===== config.mk =====
export PLATFORM = sky130hd
export DESIGN_NAME = ram_enable
export DESIGN_NICKNAME = d
export VERILOG_FILES = /design/src/rtl/ram_enable.sv
export SDC_FILE = /design/constraint.sdc
export NUM_CORES = 1
export LEC_CHECK = 0
export ABC_AREA = 1
export CAP_MARGIN = 20
export CELL_PAD_IN_SITES_DETAIL_PLACEMENT = 1
export CELL_PAD_IN_SITES_GLOBAL_PLACEMENT = 2
export CORE_ASPECT_RATIO = 1.1
export CORE_MARGIN = 8
export CORE_UTILIZATION = 20
export CTS_CLUSTER_SIZE = 20
export DETAILED_ROUTE_END_ITERATION = 10
export GPL_ROUTABILITY_DRIVEN = 0
export GPL_TIMING_DRIVEN = 0
export PLACE_DENSITY_LB_ADDON = 0.05
export RECOVER_POWER = 100
export SLEW_MARGIN = 10
export SYNTH_ARGS = -nofsm -noshare
export SYNTH_HDL_FRONTEND = slang
export SYNTH_SLANG_ARGS = --single-unit

===== constraint.sdc =====
create_clock -name clk -period 2.3 [get_ports clk]
set_clock_uncertainty 0.15 [all_clocks]
set_input_delay 0.46 -clock clk [delete_from_list [all_inputs] [get_ports clk]]
set_output_delay 0.46 -clock clk [all_outputs]
set_load 0.02 [all_outputs]

===== src/rtl/ram_enable.sv =====
// Z80 bus address decode and SRAM / bus-passthrough strobe generation.
// Optional runtime map programming port: RAM_ENABLE_MAP_WRITE_EN.
module ram_enable (
    input  logic        clk,
    input  logic        rst_n,
    input  logic [15:0] address,
    input  logic        phi2,
    input  logic        rwbar,
    input  logic [3:0]  config_sel,
`ifdef RAM_ENABLE_MAP_WRITE_EN
    input  logic        map_we,
    input  logic [3:0]  map_cfg,
    input  logic [3:0]  map_page,
    input  logic [1:0]  map_attr,
`endif
    output logic        cs_enable,
    output logic        cs_enable_bus,
    output logic        we
);

    typedef enum logic [1:0] {
        ATTR_PASS   = 2'b00,
        ATTR_ROM    = 2'b01,
        ATTR_RAM    = 2'b10,
        ATTR_SHADOW = 2'b11
    } attr_t;

    function automatic attr_t default_attr(input logic [3:0] cfg, input logic [3:0] page);
        return ((cfg == 4'd0) && (page < 4'd2)) ? ATTR_ROM : ATTR_PASS;
    endfunction

    logic       phi2_m, phi2_s, phi2_d;
    logic       rwbar_m, rwbar_s;
    logic [3:0] cfg_q;
    logic [3:0] cfg_eff;
    logic       phi2_rise;
    attr_t      attr;

    always_ff @(posedge clk or negedge rst_n) begin
        if (!rst_n) begin
            phi2_m  <= 1'b0;
            phi2_s  <= 1'b0;
            phi2_d  <= 1'b0;
            rwbar_m <= 1'b0;
            rwbar_s <= 1'b0;
        end else begin
            phi2_m  <= phi2;
            phi2_s  <= phi2_m;
            phi2_d  <= phi2_s;
            rwbar_m <= rwbar;
            rwbar_s <= rwbar_m;
        end
    end

    // The first decoded cycle of an access already sees the newly latched config.
    assign phi2_rise = phi2_s && !phi2_d;
    assign cfg_eff   = phi2_rise ? config_sel : cfg_q;

    always_ff @(posedge clk or negedge rst_n) begin
        if (!rst_n) begin
            cfg_q <= 4'd0;
        end else if (phi2_rise) begin
            cfg_q <= config_sel;
        end
    end

`ifdef RAM_ENABLE_MAP_WRITE_EN
    logic [1:0] map_q [16][16];

    always_ff @(posedge clk or negedge rst_n) begin
        if (!rst_n) begin
            for (int c = 0; c < 16; c++) begin
                for (int p = 0; p < 16; p++) begin
                    map_q[c][p] <= default_attr(4'(c), 4'(p));
                end
            end
        end else if (map_we) begin
            map_q[map_cfg][map_page] <= map_attr;
        end
    end

    assign attr = attr_t'(map_q[cfg_eff][address[15:12]]);
`else
    assign attr = default_attr(cfg_eff, address[15:12]);
`endif

    always_ff @(posedge clk or negedge rst_n) begin
        if (!rst_n) begin
            cs_enable     <= 1'b0;
            cs_enable_bus <= 1'b0;
            we            <= 1'b0;
        end else if (!phi2_s) begin
            cs_enable     <= 1'b0;
            cs_enable_bus <= 1'b0;
            we            <= 1'b0;
        end else begin
            cs_enable     <= (attr != ATTR_PASS) && (rwbar_s || (attr != ATTR_ROM));
            we            <= !rwbar_s && ((attr == ATTR_RAM) || (attr == ATTR_SHADOW));
            cs_enable_bus <= (attr == ATTR_PASS) || ((attr == ATTR_SHADOW) && !rwbar_s);
        end
    end

endmodule


==> results by group, run 1 <==
Run status
  – Status: complete, no violations

Clock tree
  – TritonCTS buffer count: 3
  – Hold-fix buffers, CTS: 0
  – Clock Path Buffers: 2
  – CTS sink cnt: 11
  – Clk Latency, worst-skew pair: 270 ps
  – Setup Fix Bufs, Post-CTS: 0
  – Clock root cell: clkbuf_4
  – Worst-path clk slew: 70 ps
  – Post_cts resized: 0
  – CTS tree: done
  – H-tree Lvls: 1

Critical path
  – CP max stage delay: 650 ps
  – Type of element launching the critical path: flop
  – Reg-to-reg critical path endpoint: cs_enable_bus
  – CP Max Fanout: 1
  – Reg2Reg Setup Slack: 980 ps
  – CP delay by family, top: buffers and inverters
  – Critical path class: reg -> out
  – CP Depth: 1
  – R2R Path Start: phi2_s
  – Buf/Inv on CP: 1
  – CP startpoint: cs_enable_bus
  – Critical Path RT: 1690 ps
  – Crit path capture type: primary output
  – Worst EP arrival: 1270 ps
  – Reg2reg path depth: 6
  – CP max stage cell: dlygate4sd3_1
  – Cells along the critical path: dlygate4sd3_1

Synthesis
  – Yosys cell types: 12
  – Area leader, netlist: dfrtp_1
  – Syn Area/Cell: 10.1 um^2
  – Mapped Cells: 44
  – Syn Nets: 68
  – Share of the synthesized area in the top cell type: 62.0%
  – Synth area leaders: dfrtp_1 (62%), inv_1 (9.3%), nand2_1 (5.9%), nand2_2 (5.6%), nand3b_1 (5.1%)
  – Sequential area share after synthesis: 62.0%
  – Mapped Area: 444 um^2
  – Synthesis warning total: 0
  – Register bit total from synthesis: 11

Hold path
  – WHS Endpoint: phi2_s
  – HP Start: phi2_m
  – Worst hold path cell count: 0
  – Worst Hold Class: reg -> reg

GRT
  – GRT overflow: 0
  – Pin count of the biggest net entering global routing: 12
  – Initial antenna violation count: 0
  – Global-route wire length before repair: 1720 um
  – Number of global-route vias before repair: 374
  – GRT Resource Usage Total: 5.86%

Floorplanning
  – IO Pins: 27
  – Row cnt: 18
  – Core region area: 2180 um^2
  – Die X: 60.9 um
  – Die footprint: 3990 um^2
  – Die Ht: 65.4 um
  – Initial Utilization: 20.3%

Detailed routing
  – Avg WL per Cell: 10.5 um
  – Routed vias/inst: 3.58
  – Vias post-DR: 322
  – Post-detailed-route count of antenna-violating nets: 0
  – Violation count after the first detailed-route iteration: 3
  – Drt pass-1 iters: 2
  – Total wire length: 943 um
  – # DRC: 0

STA
  – Slew margin rel.: 66.0%
  – RSZ-0062 raised after global routing: false
  – Final min period: 1880 ps
  – FMAX: 531 MHz
  – Period Utilization, post-route: 81.8%
  – Setup_tns: 0 ps
  – Slew Limit Fails: 0
  – Slew @ Worst Pin: 508 ps
  – Final setup vio count: 0
  – Endpoints failing hold: 0

Placement
  – IO buf count: 12
  – Hpwl dp: 784 um

Run
  – # Max-Cap Violations: 0

Power
  – Power density cells: 646 nW/um^2
  – Leakage Power: 0.000309 uW
  – Worst vdd ir: 0.341 mV
  – Final total power: 398 uW

Final layout
  – Layout cells sized above 1: 15.0%
  – ANT cells: 0
  – Area added between synthesis and finish: 38.9%
  – Fin nets: 85
## metrics by stage
stage | instances | util, % | setup slack, ps | instance area, um^2 | hold slack, ps
final | 90 | 28.2 | 418 | 617 | 199
after global routing | 90 | 28.2 | 370 | 617 | 214
after CTS | 90 | 28.8 | 483 | 629 | 204
after detailed placement | 86 | 27.5 | 662 | 602 | 186
after global placement | 86 | 27.5 | 662 | 602 | 185
after floorplan | 44 | - | 1130 | 444 | 14.4
## per-layer routing
layer | up-vias | GRT usage [%] | wire [um]
li1 | 157 | - | -
met1 | 157 | 5.69 | 351
met2 | 8 | 10.1 | 519
met3 | 0 | 4.10 | 71
met4 | 0 | 0.875 | 0
met5 | - | 0 | 0
## cell type report
type | count | area [um^2]
tap | 30 | 37.5
sequential | 11 | 275
timing repair buffer | 12 | 120
inverter | 11 | 41.3
multi-input combinational | 21 | 108
clock inverter | 1 | 5.00
buffer | 1 | 7.51
fill | 273 | 1570
clock buffer | 3 | 22.5
## cells in the final DEF, fill, tap and decap left out
cell / instances
inv_1: 11
dfrtp_1: 11
nand2_1: 9
clkdlybuf4s50_1: 7
dlygate4sd3_1: 5
nand3b_1: 3
clkbuf_4: 3
nand2_2: 2
nor3_1: 2
nand3_1: 1
nand3_2: 1
nor2_1: 1
nor2_2: 1
buf_4: 1
conb_1: 1
clkinv_2: 1
## cells by family after synthesis
logic type | synth area share (%)
AND/OR/NAND/NOR | 26.2
buffers and inverters | 11.0
flip-flops | 62.0
other | 0.844
## worst max path at each step
stage / to
CTS: cs_enable_bus
global route: cs_enable
detailed placement: cs_enable_bus
finish: cs_enable_bus
floorplan: cs_enable_bus
global placement: cs_enable_bus
## sequential cells by signal, indices dropped and copies added (netlist names)
name / cells
phi2_d: 1
cs_enable: 1
phi2_s: 1
rwbar_s: 1
cfg_q: 4
phi2_m: 1
rwbar_m: 1
cs_enable_bus: 1
## cell usage after synthesis, drive strengths merged
| cell type | number |
|---|---|
| dfrtp | 11 |
| nand3b | 3 |
| inv | 11 |
| buf | 1 |
| nor2 | 2 |
| nand2 | 11 |
| conb | 1 |
| nor3 | 2 |
| nand3 | 2 |
## report_power, final
part,total [uW],internal [uW],switching [uW],leakage (uW)
clock network,132,64.4,67.1,0.0000177
registers,213,207,5.52,0.000128
logic,54.0,26.4,27.6,0.000163
(Power assumes the default switching activity.)
==> run 2: changes to the inputs <==
--- a/config.mk
+++ b/config.mk
@@ -11,7 +11,7 @@
 export CELL_PAD_IN_SITES_GLOBAL_PLACEMENT = 2
 export CORE_ASPECT_RATIO = 1.1
 export CORE_MARGIN = 8
-export CORE_UTILIZATION = 20
+export CORE_UTILIZATION = 17
 export CTS_CLUSTER_SIZE = 20
 export DETAILED_ROUTE_END_ITERATION = 10
 export GPL_ROUTABILITY_DRIVEN = 0
==> constraint.sdc (replaced) <==
create_clock -name clk -period 1.6 [get_ports clk]
set_clock_uncertainty 0.15 [all_clocks]
set_input_delay 0.32 -clock clk [delete_from_list [all_inputs] [get_ports clk]]
set_output_delay 0.32 -clock clk [all_outputs]
set_load 0.02 [all_outputs]
==> results by group, run 2 (synthesized netlist as in run 1, its figures left out) <==
Final layout
  – Final Core Density: 24.7% (-3.5 points)
  – Most flop-heavy register: cfg_q
  – Layout cells sized above 1: 13.3% (-1.7 points)
  – Fin nets: 85 (unchanged)
  – Area added between synthesis and finish: 38.9% (unchanged)
  – Max reg flops: 4 (unchanged)
  – ANT cells: 0 (unchanged)
  – Commonest non-fill, non-tap cells in the layout: inv_1 (11), dfrtp_1 (11), nand2_1 (10)

Critical path
  – Type of element launching the critical path: flop
  – Cells along the critical path: dlygate4sd2_1
  – Buf/Inv on CP: 1 (unchanged)
  – CP max stage cell: dfrtp_1
  – Critical path class: reg -> out
  – Critical Path RT: 1130 ps (-560 ps)
  – CP delay by family, top: flip-flops
  – Crit path capture type: primary output
  – Worst EP arrival: 930 ps (-340 ps)
  – CP Max Fanout: 1 (unchanged)
  – CP max stage delay: 360 ps (-290 ps)

STA
  – Slew Limit Fails: 0 (unchanged)
  – Period Utilization, post-route: 87.6%
  – Endpoints failing hold: 0 (unchanged)
  – FMAX: 714 MHz
  – Worst setup margin: 199 ps (-220 ps)
  – Final min period: 1400 ps
  – Setup_tns: 0 ps (unchanged)
  – RSZ-0062 raised after global routing: false
  – Final setup vio count: 0 (unchanged)

Power
  – Leakage Power: 0.000309 uW (about the same)
  – Final total power: 565 uW (+42%)
  – Worst vdd ir: 0.312 mV (-8.6%)
  – Power density cells: 917 nW/um^2 (+42%)

Detailed routing
  – Total wire length: 956 um (+1.4%)
  – Routed vias/inst: 3.47 (-2.9%)
  – Top routing layer used: met4
  – # DRC: 0 (unchanged)
  – Drt pass-1 iters: 2 (unchanged)
  – Post-detailed-route count of antenna-violating nets: 0 (unchanged)
  – Avg WL per Cell: 10.5 um (+0.26%)
  – Met1 Wirelength: 406 um (+16%)
  – WL met3: 66 um (-7.0%)
  – Met2 WL: 473 um (-8.9%)
  – Vias post-DR: 316 (-1.9%)
  – Violation count after the first detailed-route iteration: 4 (+1)

Floorplanning
  – Die X: 64.7 um (+6.2%)
  – Die footprint: 4510 um^2 (+13%)
  – Core region area: 2500 um^2 (+14%)
  – Row cnt: 19 (+1)
  – Initial Utilization: 17.8% (-2.5 points)
  – IO Pins: 27 (unchanged)
  – Die Ht: 69.6 um (+6.4%)

Run
  – # Max-Cap Violations: 0 (unchanged)

Run status
  – Status: complete, no violations

GRT
  – GRT overflow: 0 (unchanged)
  – GRT Resource Usage Total: 4.76% (-1.1 points)
  – Number of global-route vias before repair: 384 (+2.7%)
  – Global-route wire length before repair: 1620 um (-5.6%)
  – Pin count of the biggest net entering global routing: 12 (unchanged)
  – Initial antenna violation count: 0 (unchanged)

Clock tree
  – Clock Path Buffers: 2 (unchanged)
  – CTS tree: done
  – Clk Latency, worst-skew pair: 260 ps (about the same)
  – TritonCTS buffer count: 3 (unchanged)
  – CTS sink cnt: 11 (unchanged)
  – Worst-path clk slew: 70 ps (about the same)
  – Clock root cell: clkbuf_4
  – Setup Fix Bufs, Post-CTS: 0 (unchanged)
  – H-tree Lvls: 1 (unchanged)

Placement
  – Hpwl dp: 795 um (+1.4%)
  – IO buf count: 12 (unchanged)
  – Pre-CTS setup slack: 87.7 ps (-575 ps)

Hold path
  – Worst Hold Class: reg -> reg
## run 2: cell count changes in the layout (fill, tap and decap cells not counted), sizes merged
cell         before  now
clkinv            1    0
dlygate4sd2       0    2
clkbuf            3    4
dlygate4sd3       5    3
## run 2: repair_timing
action                     in CTS  in global routing
resized for setup               2                  0
hold buffers                    0                  0
setup endpoints to repair       2                  0
## run 2: final cells by class
type                            instances  area, um^2
Sequential cell                        11         275
Buffer                                  1        7.51
Tap cell                               31        38.8
Clock buffer                            4        26.3
Fill cell                             293        1880
Multi-Input combinational cell         21         110
Timing Repair Buffer                   12         118
Inverter                               11        41.3
## run 2: stage by stage
step / hold slack [ps] / instance area [um^2] / std cells
after floorplan: -126 / 444 / 44
after CTS: 207 / 627 / 91
after global routing: 222 / 617 / 91
final: 203 / 617 / 91
after global placement: 188 / 603 / 87
after detailed placement: 191 / 603 / 87
## run 2: final timing paths
check,end,depth (start not counted),slack (ps),startpoint
min reg2reg,phi2_s,0,200,phi2_m
max reg2reg,cs_enable_bus,6,250,phi2_s
max,cs_enable_bus,1,200,cs_enable_bus
min,phi2_s,0,200,phi2_m
max in group asynchronous,phi2_d,1,680,rst_n
min in group asynchronous,rwbar_s,1,300,rst_n
## run 2: power by group
group          switching (uW)  total, uW  internal [uW]
registers                7.63        306            298
clock network            87.7        184           96.3
logic                    38.8       75.6           36.9
## run 2: per-layer routing
metal / vias to the layer above / GRT usage [%]
li1: 156 / -
met1: 149 / 5.03
met2: 9 / 7.30
met3: 2 / 1.94
met4: 0 / 3.64
met5: - / 0
